==> src/rtl/branch_controller.sv <==
// branch_controller
//   Sequences one control-transfer instruction (conditional branch, JAL,
//   JALR) at a time through the registered branch-resolution unit, then
//   offers the resulting next PC to fetch, writes the link value back, or
//   raises a one-cycle exception. Counts taken redirects accepted by fetch.
//
// Ports
//   clk, reset_n          rising-edge clock, synchronous active-low reset
//   req_*                 request from decode (valid/ready)
//   bu_*                  operands held steady into the branch unit;
//                         bu_result_pc is its registered next-PC
//   redirect_*            next PC offered to fetch (valid/ready)
//   writeback_*           one-cycle link register write pulse
//   exception_*           one-cycle fault pulse (01 illegal, 10 misaligned)
//   taken_count           number of taken redirects accepted by fetch
//   debug_state           current FSM state (IDLE=0 EXECUTE=1 REDIRECT=2 FAULT=3)
//
// Handshakes: a transfer happens on a rising edge where valid and ready are
// both 1. Once redirect_valid rises, redirect_pc/redirect_taken stay
// constant until that edge; req_ready never depends on req_valid.
module branch_controller #(
  parameter int XLEN        = 32,
  parameter int COUNT_WIDTH = 32
) (
  input  logic                   clk,
  input  logic                   reset_n,
  input  logic                   req_valid,
  output logic                   req_ready,
  input  logic [1:0]             req_kind,
  input  logic [XLEN-1:0]        req_pc,
  input  logic [2:0]             req_subfunction_3,
  input  logic [XLEN-1:0]        req_immediate,
  input  logic [XLEN-1:0]        req_rs1_value,
  input  logic [XLEN-1:0]        req_rs2_value,
  input  logic [4:0]             req_rd,
  output logic [XLEN-1:0]        bu_program_counter,
  output logic [2:0]             bu_subfunction_3,
  output logic [XLEN-1:0]        bu_immediate,
  output logic [XLEN-1:0]        bu_rs1_value,
  output logic [XLEN-1:0]        bu_rs2_value,
  input  logic [XLEN-1:0]        bu_result_pc,
  output logic                   redirect_valid,
  input  logic                   redirect_ready,
  output logic [XLEN-1:0]        redirect_pc,
  output logic                   redirect_taken,
  output logic                   writeback_valid,
  output logic [4:0]             writeback_rd,
  output logic [XLEN-1:0]        writeback_value,
  output logic                   exception_valid,
  output logic [1:0]             exception_cause,
  output logic [XLEN-1:0]        exception_pc,
  output logic [COUNT_WIDTH-1:0] taken_count,
  output logic [1:0]             debug_state
);

  typedef enum logic [1:0] {
    IDLE     = 2'd0,
    EXECUTE  = 2'd1,
    REDIRECT = 2'd2,
    FAULT    = 2'd3
  } state_t;

  localparam logic [1:0] KIND_BRANCH = 2'b00;
  localparam logic [1:0] KIND_JAL    = 2'b01;
  localparam logic [1:0] KIND_ILLEGAL = 2'b11;

  localparam logic [1:0] CAUSE_ILLEGAL    = 2'b01;
  localparam logic [1:0] CAUSE_MISALIGNED = 2'b10;

  state_t            state, state_next;
  logic [1:0]        kind_q;
  logic [4:0]        rd_q;
  logic [XLEN-1:0]   target_q;   // JAL/JALR target computed during EXECUTE

  logic              accept;
  logic              illegal;
  logic [XLEN-1:0]   target;
  logic [XLEN-1:0]   link_pc;
  logic              misaligned;
  logic              handshake;

  always_comb begin
    accept  = (state == IDLE) && req_valid;
    // funct3 010/011 are unused branch encodings
    illegal = (req_kind == KIND_ILLEGAL) ||
              ((req_kind == KIND_BRANCH) && (req_subfunction_3[2:1] == 2'b01));
    // bu_* stay constant through REDIRECT, so the unit's registered result
    // is stable for the whole redirect, including any fetch stall.
    target     = (kind_q == KIND_BRANCH) ? bu_result_pc : target_q;
    link_pc    = bu_program_counter + XLEN'(4);
    misaligned = (target[1:0] != 2'b00);

    req_ready       = (state == IDLE);
    redirect_valid  = (state == REDIRECT) && !misaligned;
    redirect_pc     = redirect_valid ? target : '0;
    redirect_taken  = redirect_valid && (target != link_pc);
    exception_valid = (state == FAULT);
    handshake       = redirect_valid && redirect_ready;
    debug_state     = state;
  end

  always_comb begin
    state_next = state;
    case (state)
      IDLE:     if (accept) state_next = illegal ? FAULT : EXECUTE;
      EXECUTE:  state_next = REDIRECT;
      REDIRECT: begin
        if (misaligned)          state_next = FAULT;
        else if (redirect_ready) state_next = IDLE;
      end
      FAULT:    state_next = IDLE;
      default:  state_next = IDLE;
    endcase
  end

  always_ff @(posedge clk) begin
    if (!reset_n) begin
      state              <= IDLE;
      kind_q             <= '0;
      rd_q               <= '0;
      target_q           <= '0;
      bu_program_counter <= '0;
      bu_subfunction_3   <= '0;
      bu_immediate       <= '0;
      bu_rs1_value       <= '0;
      bu_rs2_value       <= '0;
      writeback_valid    <= 1'b0;
      writeback_rd       <= '0;
      writeback_value    <= '0;
      exception_cause    <= '0;
      exception_pc       <= '0;
      taken_count        <= '0;
    end else begin
      state           <= state_next;
      writeback_valid <= 1'b0;

      if (accept) begin
        kind_q <= req_kind;
        rd_q   <= req_rd;
        if (illegal) begin
          exception_cause <= CAUSE_ILLEGAL;
          exception_pc    <= req_pc;
        end else begin
          bu_program_counter <= req_pc;
          bu_subfunction_3   <= req_subfunction_3;
          bu_immediate       <= req_immediate;
          bu_rs1_value       <= req_rs1_value;
          bu_rs2_value       <= req_rs2_value;
        end
      end

      if ((state == EXECUTE) && (kind_q != KIND_BRANCH)) begin
        if (kind_q == KIND_JAL)
          target_q <= bu_program_counter + bu_immediate;
        else
          target_q <= (bu_rs1_value + bu_immediate) & {{(XLEN-1){1'b1}}, 1'b0};
      end

      if ((state == REDIRECT) && misaligned) begin
        exception_cause <= CAUSE_MISALIGNED;
        exception_pc    <= bu_program_counter;
      end

      if (handshake) begin
        if ((kind_q != KIND_BRANCH) && (rd_q != 5'd0)) begin
          writeback_valid <= 1'b1;
          writeback_rd    <= rd_q;
          writeback_value <= link_pc;
        end
        if (redirect_taken)
          taken_count <= taken_count + COUNT_WIDTH'(1);
      end
    end
  end

endmodule

==> config.mk <==
export PLATFORM = sky130hd
export DESIGN_NAME = branch_controller
export DESIGN_NICKNAME = d
export VERILOG_FILES = /design/src/rtl/branch_controller.sv
export SDC_FILE = /design/constraint.sdc
export NUM_CORES = 1
export LEC_CHECK = 0
export ABC_AREA = 1
export BUFFER_PORTS_ARGS = -buffer_cell sky130_fd_sc_hd__buf_2
export CAP_MARGIN = 15
export CORE_UTILIZATION = 49
export CTS_CLUSTER_DIAMETER = 40
export CTS_CLUSTER_SIZE = 10
export DETAILED_ROUTE_END_ITERATION = 10
export PLACE_DENSITY_LB_ADDON = 0.08
export SYNTH_ARGS = -nofsm -noshare
export SYNTH_HDL_FRONTEND = slang
export SYNTH_SLANG_ARGS = --single-unit
==> constraint.sdc <==
create_clock -name clk -period 2.2 [get_ports clk]
set_input_delay 0.22 -clock clk [delete_from_list [all_inputs] [get_ports clk]]
set_output_delay 0.22 -clock clk [all_outputs]
set_load 0.02 [all_outputs]
# --- Word level (Yosys, flattened, before mapping) ---
# Index checks and enable logic that the tools add are counted.
totals:
  register_bits: 276
  latchBits: 0
  ramBits: 0
  rom_bits: 0
  input_bits: 174
  output_inout_bits: 273
  wordCells: 72
  memories: 0
classes:
  addsub: 4
  multipliers: 0
  div: 0
  order_cmp: 0
  eq_ne: 9
  n_shift: 0
  n_mux: 15
  bitwise_logic: 2
  n_reduce_logical: 26
ops:
  columns: ["op", "n"]
  rows:
  - ["32-bit two-way mux", 6]
  - ["32-bit adder", 2]
  - ["32-bit by 1-bit adder with 32-bit output, second input constant", 1]
  - ["32-bit by 3-bit adder with 32-bit output, second input constant", 1]
  - ["32-bit != test", 1]
  - ["2-bit two-way mux", 7]
  - ["2-bit AND reduction", 7]
  - ["1-bit logical AND", 8]
  - ["2-bit case mux with 4 select lines", 1]
  - ["2-bit nonzero test", 4]
  - ["2-bit by 1-bit equality test with 1-bit output, second input constant", 3]
  - ["2-bit equality test, second input constant", 3]
  - ["2-bit zero test", 3]
  - ["5-bit nonzero test", 1]
  - ["3-bit != test, second input constant", 1]
  - ["2-bit by 1-bit != test with 1-bit output, second input constant", 1]
  - ["1-bit NOT", 2]
  - ["2-bit OR reduction", 1]
  - ["1-bit zero test", 1]
  - ["1-bit logical OR", 1]
  - ["1-bit two-way mux", 1]

# --- Logic depth before layout (Yosys ltp) ---
logic_depth:
  word_depth: 7
  mapped_depth: 19
  mapped_depth_nobuf: 18

# --- Worst setup path after synthesis ---
# OpenSTA, ideal clock, no wires.
synth_path:
  kind: "reg2reg"
  startpoint: "reg bu_immediate[1]"
  endpoint: "reg target_q[30]"
  arrival_time_ns: 2.443
  setup_slack_ns: -0.352
  stages_incl_launch_ff: 15
  n_path_buf: 0
  synth_period_minus_slack_ns: 2.552
  path_cell_list: "dfxtp_1 > inv_1 > fa_1 > o21ai_0 > a21oi_1 > o21ai_0 > nand2_1 > nand2_1 > nand3_1 > nand2_1 > nand2_1 > nand3_1 > nand3_1 > nand2_1 > inv_1"
synth_via:
  elab_chain_len: 2
synth_lines:
  columns: ["element", "line_no", "rtl"]
  rows:
  - ["from (decl)", "38", "output logic [XLEN-1:0] bu_immediate,"]
  - ["from (signal assigned)", "146", "bu_immediate <= req_immediate;"]
  - ["32-bit adder (on tied branches)", "156, 154", null]
  - ["32-bit two-way mux *", "153", "if (kind_q == KIND_JAL)"]
  - ["to (signal assigned)", "154", "target_q <= bu_program_counter + bu_immediate;"]
  - ["to (signal assigned)", "156", "target_q <= (bu_rs1_value + bu_immediate) & {{(XLEN-1){1'b1}}, 1'b0};"]
  - ["to (decl)", "73", "logic [XLEN-1:0] target_q;"]
# Mark *: on every way between the ends. The rest lies on a longest branch, timed or not.
# A chain may end at the register's enable or synchronous reset.

# --- Worst setup path in the final report ---
layout_path:
  startpoint: "reg kind_q[1]"
  endpoint: "out redirect_taken"
layout_via:
  elab_chain_len: 6
layout_lines:
  columns: ["element", "line_no", "rtl"]
  rows:
  - ["from (decl)", "71", "logic [1:0] kind_q;"]
  - ["from (signal assigned)", "138", "kind_q <= req_kind;"]
  - ["2-bit zero test *", "89", "target = (kind_q == KIND_BRANCH) ? bu_result_pc : target_q;"]
  - ["32-bit two-way mux *", "89", null]
  - ["branches (longest 3 deep; another with 32-bit != test)", null, null]
  - ["1-bit logical AND *", "96", "redirect_taken = redirect_valid && (target != link_pc);"]
  - ["to (decl)", "45", "output logic redirect_taken,"]
# Every way passes the cells marked *.

==> metrics <==
status=complete, but fails checks; violated checks=negative setup slack; FF+latch count, synth=276; Most Frequent Cell on Critical Path=nand2_1; total wire length=86200 um; critical path type=flop to primary output; die area=34800 um2; Reg-to-Reg End=taken_count[11]$_SDFFE_PN0P_; Clock Latency Late Sink=0.60 ns; Sink Count=276; Cells after Synth=2586; Iter 0 DRT Violations=2719; Post-synth ARST share=0; Startpoint Class=flop; Die Ht=186 um; Tmin final=3.03 ns; Synth top area share=0.331; Synth area leaders=dfxtp_1, nand2_1, o21ai_0, a21oi_1, inv_1; max cap viols=0; max-slew violations=0; CP arrival=2.81 ns; Reg2Reg Depth=19; Fin. Hold Viols=0; CTS Buf Count=45; gr usage total=0.420; clk root buf=clkbuf_16; class of the worst hold path=input pin to flop; slew margin rel.=0.369; CTS clk-pin slew, worst paths=0.06 ns; Congestion Overflow GR=0; Tcrit/Tclk final=1.38; Hold Path Sink=debug_state[1]$_SDFFE_PN0P_; I/O pin count=447; setup ws final=-0.835 ns; vias post-DR=24100; FF-to-FF Start=kind_q[1]$_SDFFE_PN0P_; initial antenna violation count=6; Req. time, crit path=1.98 ns; maximum clock rate=330 MHz; largest net degree at the start of global routing=131; CTS H-Tree Depth=2; Worst-Margin Slew=0.946 ns; Final Skew=0.0286 ns; Clock Path Buffers=3; pwr/cell area=678 nW/um2; Avg WL per Cell=21.2 um; Post-Syn Area per Cell=6.45 um2; slowest cell on the critical path=o21ai_0; CTS tree=done; sequential area share after synthesis=0.331; hold depth=4; post-DR vias/cell=5.93; Port Buffer Count=444; GPL Wtd Cong=0.977; Cell Rows=67; Max IR drop VDD=748 uV; Residual DRC=0; crit-path cells=nor2_4, buf_4, o21ai_0, inv_1, nand2_1, nand2_1, nor2_1, nand2_1, nor2_2, nand3_2, nor2_4, a21oi_2, buf_4; Worst Path Max Fanout=5; total core area=33500 um2; FF-to-FF setup slack=-0.78 ns; total power=19.6 mW; number of flops mapped to enable cells by yosys=0; initial core utilization=0.497; area grow syn2layout=73.3%; most frequent cells after synthesis=nand2_1, inv_1, o21ai_0; leakage=13.2 nW; share of layout cells above drive strength 1=0.413; router iterations before antenna repair=7; yosys synthesis warning count=0; RSZ-0062 raised after global routing=true; dpl hpwl=50200 um; first-pass GRT wire length=117000 um; cell type with the largest total area after synthesis=dfxtp_1; HP Start=req_valid; Hold Slack=0.0597 ns; Netlist cell types=47; antenna viol nets, final=0; crit-path max cell delay=0.43 ns; fin nets=3818; Die X=186 um; Critical Path Source=kind_q[1]$_SDFFE_PN0P_; vias in the first global route=22300; count leader, synth=nand2_1; CP Capture Type=primary output; dominant synthesized flop cell=dfxtp_1; Netlist Area Pre-Place=16700 um2; final setup fails=123
kinds of logic (layout without fill, tap and decap cells):
group,count (synthesis),after routing,share of synthesized area
adder cells (fa/ha/maj),65,65,0.0497
XOR/XNOR,53,53,0.0291
AND/OR/NAND/NOR,1027,1027,0.260
other,1,8,0.000225
buffers and inverters,451,1476,0.105
AO/OA/AOI/OAI,713,713,0.225
flip-flops,276,276,0.331
critical path, delay by kind of cell, from the launching register on:
kind / cells / cell delay [ns]
buffers and inverters: 3 / 0.44
flip-flops: 1 / 0.38
AND/OR/NAND/NOR: 8 / 0.89
AO/OA/AOI/OAI: 2 / 0.50
sequential cells by signal, indices dropped and copies added (netlist names):
register / count
writeback_valid: 1
bu_immediate: 32
writeback_rd: 5
debug_state: 2
exception_pc: 32
exception_cause: 2
writeback_value: 32
bu_subfunction_3: 3
rd_q: 5
bu_rs2_value: 32
bu_program_counter: 32
target_q: 32
bu_rs1_value: 32
kind_q: 2
taken_count: 32
report_power, final:
group	internal, mW	switching (mW)	total, mW	leakage, nW
logic	2.82	3.82	6.64	10.2
clock network	4.29	2.77	7.06	0.709
registers	5.44	0.460	5.90	2.28
total	12.5	7.05	19.6	13.2
area by class of cell:
cell class              count  area (um2)
multi-input cells        1860       11700
repair buffers           1058        8210
clock buffers              57        1210
flip-flops and latches    276        5620
clock inverters            23         249
well taps                 448         561
inverters                 338        1290
diodes                      6        15.0
fillers                  1786        4630
metrics by stage:
stage | setup TNS, ns | area (um2) | utilization | setup WS (ns) | cells
finish | -38.71 | 28900 | 0.862 | -0.835 | 4066
global route | -44.54 | 28900 | 0.862 | -0.902 | 4066
CTS | -17.44 | 26700 | 0.798 | -0.658 | 4021
detailed placement | -14.91 | 22200 | 0.661 | -0.362 | 3759
global placement | -10.26 | 22200 | 0.661 | -0.243 | 3759
floorplan | 0 | 16700 | - | 0.00365 | 2587
how the worst max path moves through the flow:
stage | depth (start not counted) | endpoint | slack (ns)
floorplan | 17 | target_q[30]$_SDFFE_PN0P_ | 0.004
global placement | 16 | taken_count[12]$_SDFFE_PN0P_ | -0.24
detailed placement | 16 | taken_count[6]$_SDFFE_PN0P_ | -0.36
CTS | 15 | redirect_taken | -0.66
global route | 12 | redirect_taken | -0.90
finish | 13 | redirect_taken | -0.83
timing repair:
action                                  in CTS  in global routing
pin swaps                                   71                132
gates resized for setup                    333                445
hold buffers                               139                  0
endpoints found under the hold margin      158                  0
endpoints found under the setup margin      88                126
setup buffers                               38                 37
gates cloned                                10                  9
placed cells by master (no fill, tap or decap), drive strengths merged, types with 38 or more instances in the layout:
master | netlist | layout
buf | 24 | 913
nand2 | 553 | 553
inv | 335 | 343
o21ai | 314 | 314
a21oi | 310 | 310
dfxtp | 276 | 276
nor2 | 234 | 234
nand3 | 159 | 159
dlygate4sd3 | 0 | 139
clkbuf | 89 | 63
ha | 63 | 63
a31oi | 44 | 44
xor2 | 38 | 38
metal layers:
| layer | vias up | share of wire | GRT usage |
|---|---|---|---|
| met4 | 0 | 0.085 | 0.249 |
| met2 | 1861 | 0.46 | 0.711 |
| met3 | 617 | 0.11 | 0.0724 |
| met1 | 11100 | 0.35 | 0.500 |
| met5 | - | 0 | 0 |
| li1 | 10600 | - | - |
Note: power is estimated with default switching activity, not from simulation.
